==> src/rtl/tiny_fpga_b.sv <==
// tiny_fpga_b: TinyFPGA-B style LED demo.
// A free-running counter drives the LED either as a plain blink (one counter
// bit) or as a "breathing" PWM whose duty follows a triangle wave taken from
// the counter's upper bits. The USB pins are held low so no host enumerates us.
module tiny_fpga_b #(
    parameter int CNT_WIDTH = 24,
    parameter int LED_BIT   = 23,
    parameter int MODE      = 0,
    parameter int PWM_BITS  = 8
) (
    input  logic pin3_clk_16mhz,
    input  logic pin4_reset,
    output logic pin1_usb_dp,
    output logic pin2_usb_dn,
    output logic pin13
);

    // Reset-release synchronizer; run goes high on the 2nd edge after release.
    logic [1:0]           sync;
    logic                 run;
    logic [CNT_WIDTH-1:0] cnt;

    assign pin1_usb_dp = 1'b0;
    assign pin2_usb_dn = 1'b0;
    assign run         = sync[1];

    // Shift ones into the synchronizer once reset is released.
    always_ff @(posedge pin3_clk_16mhz or negedge pin4_reset) begin
        if (!pin4_reset) begin
            sync <= 2'b00;
        end else begin
            sync <= {sync[0], 1'b1};
        end
    end

    // Free-running counter, wraps silently modulo 2^CNT_WIDTH.
    always_ff @(posedge pin3_clk_16mhz or negedge pin4_reset) begin
        if (!pin4_reset) begin
            cnt <= '0;
        end else if (run) begin
            cnt <= cnt + 1'b1;
        end
    end

    generate
        if (MODE == 0) begin : g_blink
            // A single flop bit straight to the pin keeps the LED glitch-free.
            assign pin13 = cnt[LED_BIT];
        end else begin : g_breathe
            logic [PWM_BITS-1:0] ramp;
            logic [PWM_BITS-1:0] bright;
            logic                led_q;

            // Mirror the ramp on the upper half of the count for a triangle wave.
            assign ramp   = cnt[CNT_WIDTH-2 -: PWM_BITS];
            assign bright = cnt[CNT_WIDTH-1] ? ~ramp : ramp;
            assign pin13  = led_q;

            // Registered PWM compare of the low counter bits against brightness.
            always_ff @(posedge pin3_clk_16mhz or negedge pin4_reset) begin
                if (!pin4_reset) begin
                    led_q <= 1'b0;
                end else if (run) begin
                    led_q <= (cnt[PWM_BITS-1:0] < bright);
                end
            end
        end
    endgenerate

endmodule

==> config.mk <==
export PLATFORM = sky130hd
export DESIGN_NAME = tiny_fpga_b
export DESIGN_NICKNAME = d
export VERILOG_FILES = /design/src/rtl/tiny_fpga_b.sv
export SDC_FILE = /design/constraint.sdc
export NUM_CORES = 1
export LEC_CHECK = 0
export ABC_AREA = 1
export BUFFER_PORTS_ARGS = -buffer_cell sky130_fd_sc_hd__buf_2
export CAP_MARGIN = 20
export CORE_MARGIN = 5
export CORE_UTILIZATION = 45
export CTS_BUF_LIST = sky130_fd_sc_hd__clkbuf_8 sky130_fd_sc_hd__clkbuf_16
export DETAILED_ROUTE_END_ITERATION = 12
export SYNTH_ARGS = -nofsm -noshare
export SYNTH_HDL_FRONTEND = slang
export SYNTH_SLANG_ARGS = --single-unit
==> constraint.sdc <==
create_clock -name pin3_clk_16mhz -period 1.62 [get_ports pin3_clk_16mhz]
set_input_delay 0.162 -clock pin3_clk_16mhz [delete_from_list [all_inputs] [get_ports pin3_clk_16mhz]]
set_output_delay 0.162 -clock pin3_clk_16mhz [all_outputs]
set_load 0.02 [all_outputs]
### Word level (Yosys, flattened, before mapping)

Cells that the tools add are included.

| word-level totals | value |
|---|---|
| bits in registers | 26 |
| bits in latches | 0 |
| bits in writable memories | 0 |
| memory bits (read-only) | 0 |
| input bits | 2 |
| output and inout bits | 3 |
| logic and storage cells | 3 |
| memories | 0 |

| cells by class | value |
|---|---|
| $add $sub $neg | 1 |
| $mul | 0 |
| divide/modulo/power cells | 0 |
| $lt $le $gt $ge | 0 |
| equal/unequal tests | 0 |
| shift operators | 0 |
| muxes and demuxes | 0 |
| bitwise gates (word level) | 0 |
| reductions and logical operators | 0 |

Operators with widths:

| kind | number |
|---|---|
| adder 24 x 1 -> 24 bit (second input constant) | 1 |

### Longest topological paths before layout

Gate-level depths: netlist (run 1).

| logic depth | value |
|---|---|
| depth in word-level cells | 1 |
| gate-level depth with buffers | 8 |
| gate-level depth less buffers | 8 |

### Least setup slack after synthesis (run 1)

Ideal clock, no wire load.

| path | value |
|---|---|
| path kind | reg2reg |
| start point | reg cnt[0] |
| end point | reg cnt[16] |
| library setup time | 0.117 ns |
| data arrival time | 1.092 ns |
| required time | 1.503 ns |
| slack | 0.411 ns |
| stages on the path, launching flop included | 9 |
| buffers on the path | 0 |
| period minus slack after synthesis | 1.209 ns |
| cell sequence | dfrtp_1 > ha_1 > nand2_2 > nor2_4 > nand2_4 > nor2_8 > nand2_1 > nand2_1 > nand2_1 |

| between the ends | value |
|---|---|
| word-level cells in the longest chain between the ends | 1 |

RTL lines:

| what | line | text |
|---|---|---|
| start, declared | 21 | `logic [CNT_WIDTH-1:0] cnt;` |
| start signal, assigned | 41 | `cnt <= cnt + 1'b1;` |
| adder 24 x 1 -> 24 bit | 41 |  |

No other way between the ends.
A chain may end at the register's enable or synchronous reset.

### Worst setup path in the final report (run 1)

| path | value |
|---|---|
| start point | reg cnt[9] |
| end point | reg cnt[19] |

Same word-level chain as after synthesis.

==> summary.txt, run 1 <==
Final layout
  – Antenna diodes: 0
  – Fillers: 294
  – Share of layout cells above drive strength 1: 0.112
  – Layout area overhead: 8.17%
  – Nets@finish: 182
  – Fin util: 0.496
  – Finished Layout Cells: between 200 and 250

Timing
  – Fin crit share: 0.819
  – Fin Setup TNS: 0 ns
  – Max Freq: 754 MHz
  – Final setup fails: 0
  – Endpoints failing hold: 0
  – Slew margin rel.: 0.607
  – Slew Limit Fails: 0
  – Layout Skew: around 0.0021 ns
  – Setup WS post-layout: 0.293 ns
  – Post-layout minimum cycle time: 1.33 ns
  – Hold_ws: between 0.3 and 0.4 ns
  – Worst slew pin tran: 0.590 ns
  – RSZ-0062 raised after global routing: no

Setup path
  – Critical path's slowest cell: dfrtp_1
  – Crit path launch type: flip-flop
  – R2R cell count: 7
  – CP max stage delay: 0.44 ns
  – CP required: 1.79 ns
  – Critical path buffers and inverters: 1
  – CP top delay family: simple AND/OR/NAND/NOR gates
  – CP cell instances: nand2_1 -> nor2_1 -> nand2_1 -> nor2_4 -> nand3_1 -> nand2_1 -> inv_1
  – Endpoint class of the critical path: flip-flop
  – Critical path class: flip-flop to flip-flop
  – Crit path DAT: about 1.5 ns
  – Crit-path max FO: 5
  – Top cell by count, worst path: nand2_1
  – Crit path depth: 7

Clock tree
  – Clock-pin slew on the worst setup and hold paths: 0.09 ns
  – Clock buffer depth: 2
  – Cts bufs inserted: 3
  – Root Buffer: clkbuf_8
  – CTS H-tree depth: 1
  – Post-cts resize count: 0
  – Worst-Skew Late Latency: about 0.26 ns
  – # clock sinks: 26
  – CTS tree: yes

Floorplan
  – Die Y: between 60 and 70 um
  – Chip Width: 65.3 um
  – Die Area: ~0.0043 mm2
  – Site Rows: 20
  – Core area: 0.00300 mm2
  – Initial core utilization: 0.459
  – Ports: 5

Drt
  – Vias per cell: 4.75
  – WL/cell: between 10 and 15 um
  – Routed via count: 1002
  – DRC: 0
  – First-pass DRT Iterations: 4
  – Final ANT Viol Nets: 0
  – Wirelength, routed: about 2300 um
  – Initial DRC count: 53

Synthesis
  – Yosys top cell area share: 0.472
  – Largest family of logic cells by synthesized area: simple AND/OR/NAND/NOR gates
  – Cell taking the most area after synthesis: dfrtp_1
  – Area share of and/or/nand/nor cells after synthesis: 0.371
  – Synth Cell Area: roughly 0.0014 mm2
  – XOR/XNOR Fraction of Synth Area: 0.0699
  – Synth Area in Compound Gates: 0.00908
  – Synth Area in Adders: 0.00908
  – Synth Area per Inst: ~8 um2
  – Distinct cells, synth: 21
  – Total number of yosys warnings: 0
  – Synth Register Bits: 26
  – Ranking of synthesized cells by area: dfrtp_1 47%, nand2_1 16%, xor2_1 5.1%
  – Mux contribution to synthesized area: 0
  – Sequential cell area fraction in the yosys report: 0.472
  – Synth Instances: 171

Placement
  – Pre-CTS setup slack: 0.301 ns
  – Placed insts: ~210
  – # port buffers: 2
  – Routability congestion estimate: a little under 0.8
  – Detailed placement HPWL: between 1500 and 2000 um

GRT
  – All-layer global routing usage: 0.122
  – Grt total ovfl: 0
  – First-pass GRT wire length: ~4000 um
  – Initial antenna violation count: 0
  – Vias in the first global route: ~940
  – Largest net degree at the start of global routing: 27

Power and ir drop
  – VDD IR max: between 500 and 600 uV
  – PD cells: 955 mW/mm2
  – Lkg Pwr: between 0.0007 and 0.0008 uW

Run
  – MaxCap Viol Count: 0

Outcome
  – Outcome: finished clean

Worst hold path
  – Hold path cells: 0
  – Hold Crit Class: flip-flop to flip-flop
==> timing repair <==
item	CTS	global route
hold buffers	1	0
buffers inserted	0	0
setup endpoints to repair	0	0
endpoints found under the hold margin	26	0
==> placed cells by master (no fill, tap or decap), types with 2 or more instances in the layout <==
| cell type | n |
|---|---|
| dfrtp_1 | 26 |
| nand3_1 | 7 |
| xor2_1 | 8 |
| buf_2 | 2 |
| conb_1 | 3 |
| inv_1 | 18 |
| clkbuf_8 | 4 |
| xnor2_1 | 3 |
| nor2_1 | 18 |
| nor2_4 | 3 |
| nand2_2 | 3 |
| nand2_1 | 60 |
| nor2_2 | 4 |
| nand4_1 | 2 |
| nand3b_1 | 7 |
| nor3_1 | 2 |
==> through the flow <==
step	instance area (um2)	total power, uW
after CTS	1490	1440
after global routing	1490	1510
after detailed placement	1430	1020
after floorplan	1380	970
after global placement	1430	1010
final	1490	1420
==> cells in the mapped netlist <==
master,count
nor2_2,4
ha_1,1
buf_4,2
inv_1,18
nand3_1,7
nand4_1,2
nand2_4,1
nand2_2,3
inv_2,1
conb_1,2
nor2_4,3
o21ai_0,1
xnor2_1,3
xor2_1,8
nor2_1,18
dfrtp_1,26
nor3_1,2
nand3b_1,7
nor2_8,1
nand2_1,60
o21bai_1,1
==> flip-flops by register name (all words and copies together), names as in the netlist <==
name,count
cnt,24
sync,2
==> kinds of logic after synthesis <==
family / Yosys count
AO/OA/AOI/OAI: 2
XOR/XNOR: 11
adder cells (fa/ha/maj): 1
buffers and inverters: 21
flip-flops: 26
other: 2
AND/OR/NAND/NOR: 108
==> routing by layer <==
metal	part of all wire	wire length, um	GRT usage
met1	0.51	1210	0.159
met2	0.45	1070	0.205
met3	0.023	53	0.0274
met4	0.0072	17	0.0311
met5	0	0	0
==> final timing paths <==
kind / from / to / slack [ns]
setup reg to reg: cnt[9] / cnt[19] / 0.29
setup / recovery: cnt[9] / cnt[19] / 0.29
max in group asynchronous: pin4_reset / sync[1] / 0.81
min in group asynchronous: pin4_reset / cnt[14] / 0.42
hold reg to reg: sync[0] / sync[1] / 0.36
hold / removal: sync[0] / sync[1] / 0.36
==> layout make-up <==
cell class	instances	area, um2	area share
multi-input combinational	125	644	0.432
clock buffer	4	55.1	0.0369
tap	33	41.3	0.0277
timing repair buffer	4	27.5	0.0185
sequential	26	651	0.437
inverter	19	71.3	0.0479
==> where the power goes <==
| group | total, uW | switching (uW) | internal, uW |
|---|---|---|---|
| logic | 202 | 121 | 81.0 |
| clock network | 418 | 201 | 217 |
| registers | 803 | 77.0 | 726 |
| total | 1420 | 398 | 1020 |
==> worst register-to-register path: stages (launching register included) <==
cell and delay (ns):
dfrtp_1 0.44, nand2_1 0.14, nor2_1 0.18, nand2_1 0.12, nor2_4 0.15, nand3_1 0.09, nand2_1 0.08, inv_1 0.04
No activity file was read; power rests on OpenSTA's default activity.
==> inputs of run 2 (changes only) <==
==> constraint.sdc (replaced) <==
create_clock -name pin3_clk_16mhz -period 1.2 [get_ports pin3_clk_16mhz]
set_input_delay 0.12 -clock pin3_clk_16mhz [delete_from_list [all_inputs] [get_ports pin3_clk_16mhz]]
set_output_delay 0.12 -clock pin3_clk_16mhz [all_outputs]
set_load 0.02 [all_outputs]
==> run 2 against run 1 <==
Effect of this change:
- the flow now finishes with violations (setup timing)
- critical path depth increased by 1
- sequential share of layout area shrank 5.8 points
- final cell count up 9.5%
- largest power group unchanged
- combinational power increased by 130%
- largest cell class is now multi-input gates
- critical endpoint is now cnt[16]
- die area is the same
==> summary.txt, run 2 (synthesis gave the netlist of run 1 again) <==
Outcome
  – Outcome: complete, but fails checks
  – Failing checks: setup timing

Clock tree
  – CTS tree: yes
  – CTS H-tree depth: 1
  – Root Buffer: clkbuf_8
  – Clock buffer depth: 2
  – # clock sinks: 26
  – Cts bufs inserted: 3
  – Clock-pin slew on the worst setup and hold paths: roughly 0.08 ns
  – Worst-Skew Late Latency: around 0.27 ns

Floorplan
  – Core area: around 0.003 mm2
  – Site Rows: 20
  – Initial core utilization: 0.459
  – Die Area: 0.00427 mm2
  – Chip Width: approximately 65 um
  – Ports: 5
  – Die Y: 65.3 um

Drt
  – Routed via count: approximately 1100
  – Wirelength, routed: about 2700 um
  – DRC: 0
  – Initial DRC count: 43
  – Vias per cell: roughly 4.8
  – Final ANT Viol Nets: 0
  – WL/cell: ~12 um
  – First-pass DRT Iterations: 4

Setup path
  – Crit path DAT: roughly 1.4 ns
  – CP required: between 1 and 1.5 ns
  – Crit-path max FO: 7
  – Worst r2r src: cnt[1]
  – Flop-to-flop setup slack: -0.07 ns
  – R2R cell count: 8
  – R2R Path End: cnt[16]
  – Crit path launch type: flip-flop
  – Endpoint class of the critical path: flip-flop
  – Critical path class: flip-flop to flip-flop

Final layout
  – Most frequent cells in the layout: 56 x nand2_1, 26 x dfrtp_1, 21 x buf_4
  – Reg with most FFs: cnt
  – Commonest non-fill, non-tap cell in the layout: nand2_1
  – Antenna diodes: 0
  – Nets@finish: around 200
  – Share of layout cells above drive strength 1: 0.278
  – Number of flip-flops in the largest register: 24
  – Finished Layout Cells: ~230
  – Layout area overhead: 24.9%
  – Largest regs: cnt x24, sync x2
  – Fin util: 0.573

Placement
  – Detailed placement HPWL: 1940 um
  – # port buffers: 2
  – Placed insts: 220
  – Routability congestion estimate: 0.752

Timing
  – RSZ-0062 raised after global routing: yes
  – Post-layout minimum cycle time: approximately 1.3 ns
  – Slew margin rel.: 0.614
  – Layout Skew: around 0.0033 ns
  – Worst slew pin tran: just under 0.6 ns
  – Endpoints failing hold: 0
  – Max Freq: about 790 MHz
  – Fin crit share: 1.06
  – Setup WS post-layout: -0.0701 ns
  – Slew Limit Fails: 0
  – Final setup fails: 9

Run
  – MaxCap Viol Count: 0

GRT
  – Vias in the first global route: about 1000
  – All-layer global routing usage: 0.137
  – Initial antenna violation count: 0
  – First-pass GRT wire length: approximately 4600 um
  – Grt total ovfl: 0
  – Largest net degree at the start of global routing: 27

Power and ir drop
  – Lkg Pwr: between 0.0009 and 0.001 uW
  – VDD IR max: approximately 770 uV
  – PD cells: about 1200 mW/mm2

Worst hold path
  – Hold Crit Class: flip-flop to flip-flop
  – Worst hold endpoint: sync[1]
  – HP Start: sync[0]
  – Hold path cells: 0
## run 2: power breakdown
part | internal [uW] | switching [uW] | leakage (uW) | total, uW
clock network | 225 | 259 | 0.0000216 | 484
registers | 981 | 108 | 0.000348 | 1090
logic | 228 | 235 | 0.000546 | 464
## run 2: layer usage
metal  part of all wire  GRT usage
met3              0.026     0.0222
met4              0.012     0.0544
met2               0.50      0.217
met5                  0          0
met1               0.46      0.187
## run 2: layout make-up
| class | instances | area, um2 |
|---|---|---|
| fillers | 270 | 1280 |
| multi-input cells | 125 | 727 |
| flip-flops and latches | 26 | 651 |
| repair buffers | 25 | 189 |
| inverters | 19 | 71.3 |
| clock buffers | 3 | 41.3 |
| well taps | 33 | 41.3 |
## run 2: worst max-delay path by stage
stage,start,endpoint,slack [ns]
after CTS,cnt[1],cnt[16],-0.08
after floorplan,cnt[0],cnt[16],-0.009
after global routing,cnt[1],cnt[22],-0.17
after global placement,cnt[9],cnt[19],-0.04
after detailed placement,cnt[0],cnt[16],-0.1
final,cnt[1],cnt[16],-0.07
## run 2: repair_timing
item | 4_1_cts | 5_1_grt
pin swaps | 1 | 6
endpoints found under the hold margin | 26 | 0
hold buffers | 1 | 0
resized for setup | 8 | 17
setup buffers | 1 | 6
cloned | 0 | 0
setup endpoints to repair | 13 | 19
## run 2: per-stage QoR
step | setup TNS [ns] | instance area, um2 | hold slack (ns) | worst slack [ns] | total power (uW)
after floorplan | -0.0202 | 1380 | -0.176 | -0.00900 | 1310
after global placement | -0.227 | 1530 | 0.158 | -0.0437 | 1470
after detailed placement | -0.602 | 1530 | 0.162 | -0.0950 | 1490
after CTS | -0.403 | 1620 | 0.379 | -0.0846 | 2000
after global routing | -1.76 | 1720 | 0.394 | -0.173 | 2170
final | -0.327 | 1720 | 0.373 | -0.0701 | 2040
## run 2: worst max-delay path: stages, from the launching register on
cell and delay, ns:
dfrtp_1 0.38, ha_1 0.17, nand2_2 0.07, nor2_4 0.14, nand2_4 0.11, nor2_8 0.14, nand2_1 0.07, nand2_1 0.06
nand2_1 0.05
==> inputs of run 3 (changes only) <==
--- a/config.mk
+++ b/config.mk
@@ -9,9 +9,11 @@
 export BUFFER_PORTS_ARGS = -buffer_cell sky130_fd_sc_hd__buf_2
 export CAP_MARGIN = 20
 export CORE_MARGIN = 5
-export CORE_UTILIZATION = 45
+export CORE_UTILIZATION = 25
 export CTS_BUF_LIST = sky130_fd_sc_hd__clkbuf_8 sky130_fd_sc_hd__clkbuf_16
 export DETAILED_ROUTE_END_ITERATION = 12
+export REMOVE_ABC_BUFFERS = 1
+export SKIP_CTS_REPAIR_TIMING = 1
 export SYNTH_ARGS = -nofsm -noshare
 export SYNTH_HDL_FRONTEND = slang
 export SYNTH_SLANG_ARGS = --single-unit
==> run 3 against run 2 <==
Effect of this change:
- first-iteration DRC count increased by 16%
- critical endpoint is now cnt[20]
- combinational power up 13%
- critical path depth unchanged
- the flow still finishes with violations (setup timing)
- global-route usage down 5.8 points
- setup slack improved by 0.0043 ns
- maximum frequency increased by 0.34%
- largest cell class unchanged
==> summary.txt, run 3 (synthesis gave the netlist of run 1 again) <==
Drt
  – WL/cell: approximately 9.6 um
  – DRC: 0
  – Final ANT Viol Nets: 0
  – First-pass DRT Iterations: 4
  – Wirelength, routed: about 2600 um
  – Vias per cell: 3.99
  – Initial DRC count: 50
  – Routed via count: 1085

Timing
  – Setup WS post-layout: -0.0658 ns
  – Endpoints failing hold: 0
  – RSZ-0062 raised after global routing: yes
  – Fin Setup TNS: -0.305 ns
  – Slew margin rel.: 0.610
  – Slew Limit Fails: 0
  – Post-layout minimum cycle time: 1.27 ns
  – Max Freq: 790 MHz
  – Fin crit share: 1.05
  – Layout Skew: 0.0109 ns
  – Final setup fails: 10
  – Hold_ws: approximately 0.36 ns
  – Worst slew pin tran: between 0.5 and 0.6 ns

Final layout
  – Seq. cell area: approximately 650 um2
  – Fillers: about 560
  – Commonest non-fill, non-tap cell in the layout: nand2_1
  – Reg with most FFs: cnt
  – Fin util: 0.327
  – Layout area overhead: 29.0%
  – Nets@finish: ~200
  – Area of the multi-input gates: 699 um2
  – Antenna diodes: 0
  – Most frequent cells in the layout: 59 x nand2_1, 25 x dfrtp_1, 23 x buf_4
  – Number of flip-flops in the largest register: 24
  – Largest regs: cnt x24, sync x2
  – Finished Layout Cells: ~270
  – Share of layout cells above drive strength 1: 0.260

Placement
  – Detailed placement HPWL: 1890 um
  – Routability congestion estimate: roughly 0.75
  – # port buffers: 2
  – Placed insts: 260

Setup path
  – Crit path launch type: flip-flop
  – Crit-path max FO: 7
  – Critical path endpoint: cnt[20]
  – Endpoint class of the critical path: flip-flop
  – CP required: 1.38 ns
  – Flop-to-flop setup slack: -0.07 ns
  – R2R Path End: cnt[20]
  – Setup crit start: cnt[0]
  – Critical path class: flip-flop to flip-flop
  – R2R cell count: 8
  – Worst r2r src: cnt[0]
  – Crit path DAT: 1.44 ns

Clock tree
  – Worst-Skew Late Latency: around 0.28 ns
  – Root Buffer: clkbuf_8
  – CTS tree: yes
  – Clock buffer depth: 2
  – CTS H-tree depth: 1
  – # clock sinks: 26
  – Cts bufs inserted: 3
  – Clock-pin slew on the worst setup and hold paths: 0.10 ns

Power and ir drop
  – PD cells: between 1000 and 1500 mW/mm2
  – Lkg Pwr: just over 0.0009 uW
  – VDD IR max: 1070 uV

Floorplan
  – Chip Width: ~84 um
  – Ports: 5
  – Site Rows: 27
  – Initial core utilization: 0.253
  – Die Area: 0.00709 mm2
  – Core area: around 0.0054 mm2
  – Die Y: around 84 um

Worst hold path
  – Hold Crit Class: flip-flop to flip-flop

GRT
  – Largest net degree at the start of global routing: 27
  – Grt total ovfl: 0
  – First-pass GRT wire length: between 4000 and 5000 um
  – Vias in the first global route: 1097
  – All-layer global routing usage: 0.0789
  – Initial antenna violation count: 0

Outcome
  – Failing checks: setup timing
  – Outcome: complete, but fails checks

Run
  – MaxCap Viol Count: 0
-- run 3: critical path, stage by stage, from the launching register on --
cell and delay (ns):
dfrtp_1 0.42, ha_4 0.16, nand2_4 0.05, nor2_4 0.13, nand2_4 0.11, nor2_8 0.14
nand2_1 0.06, nand2_1 0.05, nand2_1 0.05
-- run 3: worst min-delay path by stage --
stage,startpoint,end,slack [ns],cells past startpoint
final,sync[0],sync[1],0.36,0
after global routing,sync[0],sync[1],0.38,0
after CTS,pin4_reset,cnt[16],-0.15,1
after detailed placement,pin4_reset,cnt[16],0.16,1
after global placement,pin4_reset,cnt[20],0.16,1
after floorplan,pin4_reset,cnt[0],-0.18,0
-- run 3: metrics by stage --
step	total power [uW]	instance area, um2	worst slack, ns
global route	2490	1780	-0.148
detailed placement	1480	1590	-0.0842
global placement	1470	1590	-0.0629
CTS	2220	1660	-0.0883
floorplan	1300	1370	-0.00900
finish	2350	1780	-0.0658
-- run 3: final cells by class --
cell class,count,area share
repair buffers,26,0.108
multi-input cells,125,0.394
clock inverters,1,0.0169
flip-flops and latches,26,0.367
well taps,72,0.0507
inverters,19,0.0401
clock buffers,3,0.0232
-- run 3: power breakdown --
part	switching, uW	internal (uW)
clock network	284	447
logic	234	289
registers	111	981
total	629	1720
-- run 3: layer usage --
metal	wire [um]	vias up	part of all wire	global-route usage
li1	-	573	-	-
met1	1240	501	0.47	0.0968
met2	1300	6	0.50	0.136
met3	39	5	0.015	0.0147
met4	29	0	0.011	0.0307
met5	0	-	0	0
